**config.mk**
```make
export PLATFORM = sky130hd
export DESIGN_NAME = tucanos_scheduler
export DESIGN_NICKNAME = d
export VERILOG_FILES = /design/src/rtl/tucanos_scheduler.sv
export SDC_FILE = /design/constraint.sdc
export NUM_CORES = 1
export LEC_CHECK = 0
export ABC_AREA = 1
export ABC_CLOCK_PERIOD_IN_PS = 5400
export BUFFER_PORTS_ARGS = -buffer_cell sky130_fd_sc_hd__buf_4
export CAP_MARGIN = 10
export CELL_PAD_IN_SITES_DETAIL_PLACEMENT = 1
export CELL_PAD_IN_SITES_GLOBAL_PLACEMENT = 1
export CORE_ASPECT_RATIO = 0.6
export CORE_MARGIN = 5
export CORE_UTILIZATION = 40
export CTS_CLUSTER_SIZE = 12
export DETAILED_ROUTE_END_ITERATION = 16
export GPL_TIMING_DRIVEN = 0
export HOLD_SLACK_MARGIN = 0.03
export PLACE_DENSITY = 0.92
export SETUP_SLACK_MARGIN = 0.2
export SKIP_CTS_REPAIR_TIMING = 1
export SLEW_MARGIN = 20
export SYNTH_ARGS = -nofsm -noshare
export SYNTH_HDL_FRONTEND = slang
export SYNTH_SLANG_ARGS = --single-unit
export TNS_END_PERCENT = 30
```
**constraint.sdc**
```tcl
create_clock -name clock -period 5.4 [get_ports clock]
set_input_delay 0.27 -clock clock [delete_from_list [all_inputs] [get_ports clock]]
set_output_delay 0.27 -clock clock [all_outputs]
set_load 0.1 [all_outputs]
```
**src/rtl/tucanos_scheduler.sv**
```systemverilog
`default_nettype none
// ============================================================================
// Module   : tucanos_scheduler
// Purpose  : Round-robin, quantum-based process scheduler that raises OS jump
//            requests on I/O waits, halts, context changes and idle periods.
// Revision : 1.0 - initial release
// ============================================================================
module tucanos_scheduler #(
   parameter int DATA_WIDTH    = 32,
   parameter int NUM_PROCS     = 3,
   parameter int COUNTER_WIDTH = 8,
   parameter int PC_WIDTH      = 12,
   parameter int OS_BEGIN_ADDR = 256
) (
   input  logic                     clock,
   input  logic                     reset,
   input  logic [5:0]               opcode,
   input  logic [PC_WIDTH-1:0]      program_counter,
   input  logic                     mux_system_instruction,
   input  logic [COUNTER_WIDTH-1:0] quantum,
   input  logic [NUM_PROCS-1:0]     io_done,
   output logic [DATA_WIDTH-1:0]    state_register,
   output logic                     jump_enabler,
   output logic [3:0]               current_process,
   output logic [2*NUM_PROCS-1:0]   process_status
);

   localparam logic [5:0] OP_HLT   = 6'b011100;
   localparam logic [5:0] OP_PREIO = 6'b011110;

   localparam logic [DATA_WIDTH-1:0] DISABLED    = '0;
   localparam logic [DATA_WIDTH-1:0] WAIT_ENABLE = DATA_WIDTH'(NUM_PROCS + 1);
   localparam logic [DATA_WIDTH-1:0] HALT_ENABLE = DATA_WIDTH'(NUM_PROCS + 2);
   localparam logic [DATA_WIDTH-1:0] IDLE_CODE   = DATA_WIDTH'(NUM_PROCS + 3);

   localparam logic [1:0] ST_READY   = 2'b00;
   localparam logic [1:0] ST_WAITING = 2'b01;
   localparam logic [1:0] ST_HALTED  = 2'b10;

   typedef enum logic [2:0] {
      COUNTING = 3'd0,
      WAIT     = 3'd1,
      HALT     = 3'd2,
      CHANGE   = 3'd3,
      IDLE     = 3'd4
   } state_t;

   state_t                     state;
   logic [COUNTER_WIDTH-1:0]   counter;
   logic [1:0]                 status    [NUM_PROCS];
   logic [1:0]                 status_io [NUM_PROCS];
   logic [1:0]                 status_ev [NUM_PROCS];
   logic [COUNTER_WIDTH-1:0]   quantum_eff;
   logic                       gated;
   logic                       is_preio;
   logic                       is_hlt;
   logic                       expired;
   logic [4:0]                 cand;
   logic [3:0]                 next_proc;
   logic                       next_found;

   assign jump_enabler = (state != COUNTING);

   always_comb begin
      quantum_eff = (quantum == '0) ? COUNTER_WIDTH'(1) : quantum;
      gated       = mux_system_instruction &&
                    (32'(program_counter) < 32'(OS_BEGIN_ADDR));
      is_preio    = (state == COUNTING) && (opcode == OP_PREIO);
      is_hlt      = (state == COUNTING) && (opcode == OP_HLT);
      expired     = (counter >= quantum_eff);

      // I/O completion is applied before the running process's own event,
      // so a simultaneous PREIO still leaves that process WAITING.
      for (int k = 0; k < NUM_PROCS; k++) begin
         status_io[k] = status[k];
         if (status[k] == ST_WAITING && io_done[k])
            status_io[k] = ST_READY;
         status_ev[k] = status_io[k];
         if (current_process == 4'(k + 1)) begin
            if (is_preio)
               status_ev[k] = ST_WAITING;
            else if (is_hlt)
               status_ev[k] = ST_HALTED;
         end
      end

      // Round robin starting after the running process and wrapping onto it.
      cand       = '0;
      next_proc  = '0;
      next_found = 1'b0;
      for (int o = 1; o <= NUM_PROCS; o++) begin
         cand = 5'(current_process) + 5'(o);
         if (cand > 5'(NUM_PROCS))
            cand = cand - 5'(NUM_PROCS);
         for (int k = 0; k < NUM_PROCS; k++) begin
            if (!next_found && cand == 5'(k + 1) && status_ev[k] == ST_READY) begin
               next_found = 1'b1;
               next_proc  = 4'(cand);
            end
         end
      end

      for (int k = 0; k < NUM_PROCS; k++)
         process_status[2*k +: 2] = status[k];
   end

   always_ff @(negedge clock or posedge reset) begin
      if (reset) begin
         state           <= COUNTING;
         counter         <= '0;
         state_register  <= DISABLED;
         current_process <= '0;
         for (int k = 0; k < NUM_PROCS; k++)
            status[k] <= ST_READY;
      end else if (!gated) begin
         state   <= COUNTING;
         counter <= '0;
         status  <= status_io;
      end else begin
         status <= status_ev;
         case (state)
            COUNTING: begin
               if (opcode == OP_PREIO) begin
                  state           <= WAIT;
                  state_register  <= WAIT_ENABLE;
                  counter         <= '0;
                  current_process <= next_proc;
               end else if (opcode == OP_HLT) begin
                  state           <= HALT;
                  state_register  <= HALT_ENABLE;
                  counter         <= '0;
                  current_process <= next_proc;
               end else if (expired) begin
                  counter <= '0;
                  if (next_found) begin
                     state           <= CHANGE;
                     state_register  <= DATA_WIDTH'(next_proc);
                     current_process <= next_proc;
                  end else begin
                     state           <= IDLE;
                     state_register  <= IDLE_CODE;
                     current_process <= '0;
                  end
               end else begin
                  counter        <= (counter == '1) ? counter : counter + 1'b1;
                  state_register <= DISABLED;
               end
            end
            WAIT, HALT, CHANGE: begin
               state   <= COUNTING;
               counter <= '0;
            end
            IDLE: begin
               counter <= '0;
               if (next_found) begin
                  state           <= CHANGE;
                  state_register  <= DATA_WIDTH'(next_proc);
                  current_process <= next_proc;
               end else begin
                  state_register  <= IDLE_CODE;
               end
            end
            default: begin
               state   <= COUNTING;
               counter <= '0;
            end
         endcase
      end
   end

endmodule
`default_nettype wire

```
==> impl_results.md, run 1 <==
- Clk Latency, worst-skew pair: 290 ps
- Most frequent cell after synthesis: sky130_fd_sc_hd__nand2_1
- Violation count after the first detailed-route iteration: 133
- Commonest register cell after synthesis: sky130_fd_sc_hd__dfrtn_1
- Leading post-synthesis cells by instance count: sky130_fd_sc_hd__nand2_1, sky130_fd_sc_hd__inv_1, sky130_fd_sc_hd__nand3_1
- DP Area: about 3200 µm²
- Register area share after synthesis: a little under a quarter
- Sw Pwr: ~370 µW
- Fin area: 3317 µm²
- Largest area contributor in the netlist: sky130_fd_sc_hd__dfrtn_1
- Fraction of power spent switching nets: roughly half
- Via count: 2,810
- Hold Vio Cnt, Final: 0
- Post-place setup slack: 187.7 ps
- Clock group share of total power: 22.2%
- Sink count of the clock tree: 25
- Result of the run: completed
- Leakage: 1.907 nW
- WP data arrival: 2450 ps
- Setup TNS: 0 ps
- Final core utilization: 49.68%
- Maximum capacitance violations: 0
- Clock slew at reported path FFs: ~50 ps
- Share of cells above drive strength 1: between 20% and 30%
- Vertical die dimension: 74.14 µm
- Final wirelength: 8382 µm
- Inserted Clock Buffers: 3
- Remaining DRCs: 0
- Clock tree from TritonCTS: yes
- Top area cells in the synthesized netlist: sky130_fd_sc_hd__dfrtn_1, sky130_fd_sc_hd__nand2_1, sky130_fd_sc_hd__inv_1
- Syn_area_per_cell: 6.609 µm²
- RSZ-0062 raised after global routing: false
- Netlist area before placement: 2743 µm²
- Final WS setup: 532.6 ps
- Number of antenna violations at the first check in global routing: 0
- Maximum clock skew at final layout: 1.833 ps
- Longest Clk Path Bufs: 2
- Initial core utilization: 41.08%
- Worst-case vdd ir drop: 0.1363 mV
- Number of synthesized flops with an enable pin: 0
- Wire length of the first global-routing pass: 14,080 µm
- Pin count of the biggest net entering global routing: 26
- Fraction of synthesis flops using an asynchronous set or reset pin: 100.0%
- Overall die area: slightly below 9000 µm²
- DIE WIDTH: 116.9 µm
- Count of nets left with antenna violations after detail routing: 0
- Wire length per cell after detailed routing: 14.68 µm
- Remaining global-route overflow: 0
- Sort of element at the start of the critical path: input port
- Flip-flop and latch count after synthesis: 25
- Via count normalized by instance count: just under 5
- Internal power summed over all cells: 394.5 µW
- I/O pin count: between 70 and 80
- Post-synthesis instance total: about 420
- Count of final setup violators: 0
- Worst Tran Pin Value: 928.2 ps
- Ant. Diodes: 0
- Buffers on Ports: 38
- GRT Resource Usage Total: 20.30%
- Placement Rows: 23
- Number of pins with negative max-slew slack in the final report: 0
- Number of global-route vias before repair: 2,971
- Data required, critical path: 2980 ps
- Number of optimization iterations in the first detailed-route pass: 4
- Hold crit path type: reg2reg
- Part of the power in registers: 26.9%
- Core Region: 6676 µm²
- Combinational cell fraction of total power: 50.9%
- Clock Root Buffer: sky130_fd_sc_hd__clkbuf_16
- H-tree depth: 1
- Synth Warn #: 0
- Final estimated routing congestion in global placement: between 0.9 and 1
- Final worst hold slack: 464.3 ps
- Kind of end point of the critical path: register
- Maximum net fanout on the critical path: 8
- Synthesis-to-finish area growth: 20.94%
- Placed wire-length estimate after detailed placement: 7176 µm
- Final nets: 534
- Count of unique library cells instantiated by Yosys: 40
- Worst slew margin relative to its limit: 37.74%
- Cell Pwr Density: 229.7 nW/µm²
- Share of the synthesized area in the top cell type: 22.81%
- Crit Path Class: in2reg
## critical path: stages
cell	delay, ps
sky130_fd_sc_hd__buf_4	110
sky130_fd_sc_hd__nor4_1	260
sky130_fd_sc_hd__a41o_1	200
sky130_fd_sc_hd__ha_1	150
sky130_fd_sc_hd__inv_1	50
sky130_fd_sc_hd__a21oi_1	140
sky130_fd_sc_hd__o21ai_0	100
sky130_fd_sc_hd__nand2_1	60
sky130_fd_sc_hd__o211ai_1	80
sky130_fd_sc_hd__a21oi_1	300
sky130_fd_sc_hd__nand4_1	400
sky130_fd_sc_hd__a31oi_1	330
## cells by family after synthesis
family	Yosys count	share of synthesized area, %
flip-flops	25	22.81
XOR/XNOR	3	0.9582
other	1	0.1367
multiplexers	1	0.3650
AO/OA/AOI/OAI	44	9.079
buffers and inverters	93	17.52
AND/OR/NAND/NOR	231	41.38
adder cells (fa/ha/maj)	17	7.755
## final timing paths
kind / end / cells after the start / from / slack [ps]
max: counter[7] / 12 / quantum[3] / 530
min: state_register[3] / 2 / state_register[3] / 460
max reg2reg: current_process[1] / 17 / current_process[1] / 2300
min reg2reg: state_register[3] / 2 / state_register[3] / 460
max in group asynchronous: state_register[1] / 2 / reset / 2270
min in group asynchronous: current_process[2] / 2 / reset / 2660
## power by group through the flow
stage / sequential, mW / clock, mW / combinational [mW]
2_1_floorplan: 0.272 / 0 / 0.244
3_3_place_gp: 0.208 / 0 / 0.369
3_5_place_dp: 0.208 / 0 / 0.382
4_1_cts: 0.205 / 0.172 / 0.385
5_1_grt: 0.207 / 0.179 / 0.411
6_report: 0.205 / 0.169 / 0.388
## per-layer routing
layer,global-route usage [%],up-vias,part of all wire [%]
li1,-,1410,-
met1,28.99,1324,49
met2,32.83,70,44
met3,3.902,6,6.2
met4,2.799,0,0.52
met5,0,-,0
## sequential cells by signal, indices dropped and copies added (netlist names)
signal           count
state_register       4
state                3
current_process      4
process_status       6
counter              8
## through the flow
stage / power (mW) / cells
detailed placement: 0.5903 / 567
global placement: 0.5768 / 567
finish: 0.7618 / 571
global route: 0.7966 / 571
floorplan: 0.5162 / 442
CTS: 0.7621 / 571
## layout make-up
cell class                      instances  area, µm²
Tap cell                               87      108.9
Timing Repair Buffer                   38      285.3
Inverter                               61      231.5
Clock buffer                            4      78.83
Sequential cell                        25      625.6
Buffer                                 32      249.0
Multi-Input combinational cell        324       1738
Fill cell                             902       3359
## layout by cell type (no fill, tap or decap), types with 2 or more instances in the layout
cell type and n:
sky130_fd_sc_hd__nor2_2 7, sky130_fd_sc_hd__inv_1 58, sky130_fd_sc_hd__a31oi_1 2, sky130_fd_sc_hd__or2_2 3, sky130_fd_sc_hd__nand3_1 36, sky130_fd_sc_hd__nor2_4 7
sky130_fd_sc_hd__a211oi_1 2, sky130_fd_sc_hd__nand2_4 2, sky130_fd_sc_hd__nor2_1 35, sky130_fd_sc_hd__ha_1 17, sky130_fd_sc_hd__conb_1 28, sky130_fd_sc_hd__buf_6 3
sky130_fd_sc_hd__a21oi_1 17, sky130_fd_sc_hd__nand2_1 107, sky130_fd_sc_hd__nand2_2 11, sky130_fd_sc_hd__clkbuf_16 3, sky130_fd_sc_hd__nand4_1 5, sky130_fd_sc_hd__xor2_1 2
sky130_fd_sc_hd__nand3_2 6, sky130_fd_sc_hd__o21ai_0 13, sky130_fd_sc_hd__dfrtn_1 25, sky130_fd_sc_hd__nor3b_1 2, sky130_fd_sc_hd__buf_4 66, sky130_fd_sc_hd__o21ai_1 4
sky130_fd_sc_hd__nor3_1 5
(Power assumes the default switching activity.)
==> run 2, diff against run 1 <==
- CTS_CLUSTER_SIZE: 12 -> 14
- PLACE_DENSITY: 0.92 -> not set
- PLACE_DENSITY_LB_ADDON: not set -> 0.1
==> run 2 against run 1 <==
  * Hold slack got worse by 14 ps
  * Clock power hardly changed
  * Clock skew rose by 1.4 ps
  * Power shrank 1.3%
  * Register-to-register slack improved by 160 ps
  * Sequential share of layout area stayed put
  * Critical path type unchanged
  * Largest cell class unchanged
==> impl_results.md, run 2 (synthesized netlist as in run 1, its figures left out) <==
- Longest Clk Path Bufs: 2 (unchanged)
- Worst hold path startpoint: state_register[1]
- Fin area: 3317 µm² (unchanged)
- Clock slew at reported path FFs: 50 ps (about the same)
- Initial core utilization: 41.08% (unchanged)
- Count of nets left with antenna violations after detail routing: 0 (unchanged)
- Worst slew margin relative to its limit: 40.71% (+3.0 points)
- Kind of end point of the critical path: register
- Result of the run: completed
- Max reg flops: 8 (unchanged)
- Cell Pwr Density: 226.7 nW/µm² (-1.3%)
- Final estimated routing congestion in global placement: 0.8634 (-5.6%)
- Commonest non-fill, non-tap cell in the layout: sky130_fd_sc_hd__nand2_1
- WP data arrival: 2530 ps (+80 ps)
- Vertical die dimension: 74.14 µm (unchanged)
- RSZ-0062 raised after global routing: false
- Placement Rows: 23 (unchanged)
- Synthesis-to-finish area growth: 20.94% (unchanged)
- Data required, critical path: 2980 ps (about the same)
- GRT Resource Usage Total: 18.55% (-1.7 points)
- Hold Path Cell Cnt: 2 (unchanged)
- I/O pin count: 75 (unchanged)
- Pin count of the biggest net entering global routing: 26 (unchanged)
- Hold Vio Cnt, Final: 0 (unchanged)
- Highest-count cells in the layout ignoring fill and taps: sky130_fd_sc_hd__nand2_1, sky130_fd_sc_hd__buf_4, sky130_fd_sc_hd__inv_1
- Number of antenna violations at the first check in global routing: 0 (unchanged)
- Number of global-route vias before repair: 2,807 (-5.5%)
- Final wirelength: 7758 µm (-7.4%)
- Reg2reg path depth: 17 (unchanged)
- DP Area: 3238 µm² (unchanged)
- Maximum capacitance violations: 0 (unchanged)
- Ant. Diodes: 0 (unchanged)
- Sink count of the clock tree: 25 (unchanged)
- Worst Tran Pin Value: 883.9 ps (-44.24 ps)
- DIE WIDTH: 116.9 µm (unchanged)
- Clock tree from TritonCTS: yes
- Via count normalized by instance count: 4.783 (-2.8%)
- Count of final setup violators: 0 (unchanged)
- Wire length per cell after detailed routing: 13.59 µm (-7.4%)
- Startpoint of the most critical register-to-register path: current_process[1]
- Number of pins with negative max-slew slack in the final report: 0 (unchanged)
- Leakage: 1.907 nW (unchanged)
- Buffers on Ports: 38 (unchanged)
- Inserted Clock Buffers: 3 (unchanged)
- Clk Latency, worst-skew pair: 290 ps (about the same)
- Worst setup path startpoint: quantum[3]
- Number of optimization iterations in the first detailed-route pass: 4 (unchanged)
- Share of cells above drive strength 1: 23.97% (unchanged)
- Core Region: 6676 µm² (unchanged)
- Maximum net fanout on the critical path: 8 (unchanged)
- H-tree depth: 1 (unchanged)
- Sort of element at the start of the critical path: input port
- Worst-case vdd ir drop: 0.1457 mV (+6.9%)
- Maximum clock skew at final layout: 3.280 ps (+1.447 ps)
- Final nets: 534 (unchanged)
- Placed wire-length estimate after detailed placement: 6675 µm (-7.0%)
- Overall die area: 8667 µm² (unchanged)
- Via count: 2,731 (-2.8%)
- Remaining global-route overflow: 0 (unchanged)
- Hold crit path type: reg2reg
- Crit Path Class: in2reg
- Setup TNS: 0 ps (unchanged)
- Clock Root Buffer: sky130_fd_sc_hd__clkbuf_16
- Largest register by flop count: counter
- Filler instances: 916 (+1.6%)
- Remaining DRCs: 0 (unchanged)
- Violation count after the first detailed-route iteration: 103 (-23%)
- Wire length of the first global-routing pass: 13,070 µm (-7.2%)
run 2: cell counts in the layout (fill, tap and decap cells not counted):
No cell type changed its count.
run 2: area by class of cell:
class,count,area [µm²],area share (%)
flip-flops and latches,25,625.6,18.86
well taps,87,108.9,3.282
clock buffers,4,78.83,2.376
multi-input cells,324,1738,52.40
repair buffers,38,285.3,8.601
inverters,61,231.5,6.979
plain buffers,32,249.0,7.507
run 2: worst max-delay path, stage by stage:
cell,delay [ps]
sky130_fd_sc_hd__buf_4,110
sky130_fd_sc_hd__nor4_1,260
sky130_fd_sc_hd__a41o_1,220
sky130_fd_sc_hd__ha_1,140
sky130_fd_sc_hd__inv_1,40
sky130_fd_sc_hd__a21oi_1,120
sky130_fd_sc_hd__o21ai_0,110
sky130_fd_sc_hd__nand2_1,80
sky130_fd_sc_hd__o211ai_1,80
sky130_fd_sc_hd__a21oi_1,330
sky130_fd_sc_hd__nand4_1,430
sky130_fd_sc_hd__a211oi_1,330
run 2: worst paths after layout:
path	slack (ps)	endpoint
setup / recovery	440	counter[4]
hold / removal	450	state_register[1]
setup reg to reg	2460	current_process[1]
hold reg to reg	450	state_register[1]
max in group asynchronous	2300	process_status[3]
min in group asynchronous	2650	counter[2]
run 2: power breakdown:
group | switching, mW | internal, mW | leakage [nW] | total, mW
combinational | 0.284 | 0.0953 | 1.53 | 0.379
clock | 0.0671 | 0.101 | 0.0382 | 0.168
sequential | 0.00662 | 0.198 | 0.336 | 0.205
total | 0.358 | 0.394 | 1.91 | 0.752
run 2: through the flow:
stage	std cells	total power, mW	worst slack [ps]	hold WS, ps	utilization [%]
floorplan	442	0.5162	813.9	515.2	-
global placement	567	0.5801	202.9	433.4	48.50
detailed placement	567	0.5868	160.6	451.8	48.50
CTS	571	0.7554	463.9	453.4	49.68
finish	571	0.7519	443.6	450.6	49.68
global route	571	0.7955	234.5	475.9	49.68
run 2: per-layer routing:
layer	vias to the layer above	wire length [µm]	global-route usage, %
met1	1276	3916	25.86
met3	2	354	3.333
met5	-	0	0
li1	1405	-	-
met4	0	12	0.7634
met2	48	3475	31.88
==> run 3, diff against run 2 <==
- ABC_AREA: 1 -> not set
- CORE_UTILIZATION: 40 -> 42
==> run 3 against run 2 <==
  * Cell area decreased by 1.5%
  * Sequential power shrank 6%
  * Hold slack got worse by 8.7 ps
  * Clock-buffer cell count is the same
  * Area after synthesis shrank 3.2%
  * Synthesized cell count fell by 25%
  * Setup slack lost 250 ps
  * Clock skew increased by 1.2 ps
  * Routed wire length is 3.0% higher
  * Via count decreased by 8.1%
  * Highest routed layer unchanged
==> impl_results.md, run 3 <==
- Result of the run: completed
- Overall die area: 8060 µm² (-7.0%)
- Worst setup path startpoint: opcode[5]
- Placed wire-length estimate after detailed placement: 6568 µm (-1.6%)
- Number of optimization iterations in the first detailed-route pass: 4 (unchanged)
- DIE WIDTH: 112.6 µm (-3.7%)
- Number of antenna violations at the first check in global routing: 0 (unchanged)
- Netlist area before placement: 2654 µm² (-3.2%)
- Post-place setup slack: -470.2 ps (-630.8 ps)
- Share of the synthesized area in the top cell type: 23.57% (+0.76 points)
- Placement Rows: 22 (-4.3%)
- Leading post-synthesis cells by instance count: sky130_fd_sc_hd__buf_4, sky130_fd_sc_hd__dfrtn_1, sky130_fd_sc_hd__o21ai_0
- Cell Pwr Density: 170.0 nW/µm² (-25%)
- Violation count after the first detailed-route iteration: 98 (-4.9%)
- Count of nets left with antenna violations after detail routing: 0 (unchanged)
- Top area cells in the synthesized netlist: sky130_fd_sc_hd__dfrtn_1, sky130_fd_sc_hd__buf_4, sky130_fd_sc_hd__ha_1
- Largest register by flop count: counter
- Worst slew margin relative to its limit: 34.19% (-6.5 points)
- Number of pins with negative max-slew slack in the final report: 0 (unchanged)
- Final nets: 433 (-19%)
- H-tree depth: 1 (unchanged)
- Commonest non-fill, non-tap cell in the layout: sky130_fd_sc_hd__buf_4
- Sink count of the clock tree: 25 (unchanged)
- Fraction of synthesis flops using an asynchronous set or reset pin: 100.0% (unchanged)
- Data required, critical path: 2830 ps (-150 ps)
- Final wirelength: 7989 µm (+3.0%)
- Clock slew at reported path FFs: 60 ps (about the same)
- Hold Vio Cnt, Final: 0 (unchanged)
- Longest Clk Path Bufs: 2 (unchanged)
- Max reg flops: 8 (unchanged)
- Count of final setup violators: 0 (unchanged)
- Final core utilization: 53.44% (+3.8 points)
- Share of cells above drive strength 1: 30.55% (+6.6 points)
- Register area share after synthesis: 23.57% (+0.76 points)
- Clock tree from TritonCTS: yes
- Leakage: 1.615 nW (-15%)
- Hold crit path type: reg2reg
- Commonest register cell after synthesis: sky130_fd_sc_hd__dfrtn_1
- Startpoint of the most critical register-to-register path: current_process[1]
- Fin area: 3266 µm² (-1.5%)
- Via count normalized by instance count: 5.375 (+12%)
- Worst Tran Pin Value: 986.1 ps (+102.2 ps)
- Met1 Resource Use GR: 29.29% (+3.4 points)
- Sort of element at the start of the critical path: input port
- Synthesis-to-finish area growth: 23.06%
- Maximum net fanout on the critical path: 6 (-2)
- Inserted Clock Buffers: 3 (unchanged)
- Remaining DRCs: 0 (unchanged)
- Initial core utilization: 43.43% (+2.3 points)
- Worst hold path startpoint: state_register[1]
- Vertical die dimension: 71.57 µm (-3.5%)
- Via count: 2,510 (-8.1%)
- Pin count of the biggest net entering global routing: 26 (unchanged)
- Final estimated routing congestion in global placement: 0.8718 (+0.97%)
- Ant. Diodes: 0 (unchanged)
- I/O pin count: 75 (unchanged)
- Buffers on Ports: 38 (unchanged)
- Synth Warn #: 0 (unchanged)
- Syn_area_per_cell: 8.561 µm² (+30%)
- Remaining global-route overflow: 0 (unchanged)
- Kind of end point of the critical path: register
- Number of synthesized flops with an enable pin: 0 (unchanged)
- Maximum clock skew at final layout: 4.448 ps (+1.168 ps)
- Setup TNS: 0 ps (unchanged)
- Total Power Consumption: 555.2 µW (-26%)
- Maximum capacitance violations: 0 (unchanged)
- WP data arrival: 2640 ps (+110 ps)
- Most frequent cell after synthesis: sky130_fd_sc_hd__buf_4
- Crit Path Class: in2reg
- Flip-flop and latch count after synthesis: 25 (unchanged)
- RSZ-0062 raised after global routing: true
- GR Util met2: 29.27% (-2.6 points)
- Final worst hold slack: 441.9 ps (-8.721 ps)
- Wire length per cell after detailed routing: 17.11 µm (+26%)
- Count of unique library cells instantiated by Yosys: 74 (+85%)
- Worst-case vdd ir drop: 0.08288 mV (-43%)
- Core Region: 6111 µm² (-8.5%)
- Most used routing layer in global routing: met1
- Final WS setup: 192.0 ps (-251.5 ps)
- Clk Latency, worst-skew pair: 280 ps (about the same)
- Placed cell count: 459 (-19%)
- Number of global-route vias before repair: 2,519 (-10%)
- DP Area: 3146 µm² (-2.9%)
- Highest-count cells in the layout ignoring fill and taps: sky130_fd_sc_hd__buf_4, sky130_fd_sc_hd__conb_1, sky130_fd_sc_hd__dfrtn_1
- GRT Resource Usage Total: 19.14% (+0.59 points)
- Largest area contributor in the netlist: sky130_fd_sc_hd__dfrtn_1
- Wire length of the first global-routing pass: 12,750 µm (-2.4%)
- Met3 layer usage reported by global route: 3.882% (+0.55 points)
- Post-synthesis instance total: 310 (-25%)
- Final non-filler cell total: 467 (-18%)
- Clock Root Buffer: sky130_fd_sc_hd__clkbuf_8
- Reg2reg setup slack: 1900 ps (-560 ps)
## run 3: cell types whose count changed after synthesis, moves of 6 or more
| cell | delta |
|---|---|
| sky130_fd_sc_hd__nand2_1 | -86 |
| sky130_fd_sc_hd__inv_1 | -39 |
| sky130_fd_sc_hd__nand3_1 | -26 |
| sky130_fd_sc_hd__nor2_1 | -15 |
| sky130_fd_sc_hd__o21ai_0 | +12 |
| sky130_fd_sc_hd__nand2_2 | -11 |
| sky130_fd_sc_hd__a21oi_1 | -7 |
| sky130_fd_sc_hd__mux2i_1 | +7 |
| sky130_fd_sc_hd__nor2_2 | -7 |
| sky130_fd_sc_hd__nor2_4 | -7 |
| sky130_fd_sc_hd__nand3_2 | -6 |
## run 3: power breakdown
| group | leakage, nW | total [mW] | switching, mW | internal (mW) |
|---|---|---|---|---|
| Combinational | 1.25 | 0.246 | 0.174 | 0.0721 |
| Sequential | 0.339 | 0.193 | 0.00313 | 0.190 |
| Clock | 0.0228 | 0.116 | 0.0633 | 0.0529 |
| Total | 1.62 | 0.555 | 0.240 | 0.315 |
## run 3: path summary, 6_finish.rpt
check | endpoint | cells after the start
worst max-delay path | current_process[0] | 10
worst min-delay path | state_register[1] | 2
worst max register to register | current_process[0] | 10
worst min register to register | state_register[1] | 2
max in group asynchronous | process_status[4] | 2
min in group asynchronous | state_register[2] | 2
## run 3: critical path, cell delays in order
cell                       delay (ps)
sky130_fd_sc_hd__buf_6             90
sky130_fd_sc_hd__nand4b_1         290
sky130_fd_sc_hd__nor4_4           420
sky130_fd_sc_hd__buf_6            190
sky130_fd_sc_hd__a21oi_4           70
sky130_fd_sc_hd__mux2_4           270
sky130_fd_sc_hd__a32o_2           300
sky130_fd_sc_hd__a211oi_4         270
sky130_fd_sc_hd__a31oi_4          160
sky130_fd_sc_hd__mux2_4           320
## run 3: cell families after synthesis
logic type | share of synthesized area (%)
compound gates | 23.67
xor+xnor | 3.630
fa+ha+maj | 8.015
buf+inv | 15.65
flops | 23.57
mux | 4.149
other cells | 0.1413
simple gates | 21.17
## run 3: layer usage
metal  up-vias  routed length, µm
li1       1216                  -
met1      1215               4191
met2        77               3279
met3         2                511
met4         0                  6
met5         -                  0
## run 3: layout make-up
cell class,count,area [µm²]
timing repair buffer,42,326.6
sequential,25,625.6
multi-input combinational,250,1748
inverter,21,78.83
buffer,41,336.6
clock buffer,4,45.04
tap,84,105.1
fill,755,2845
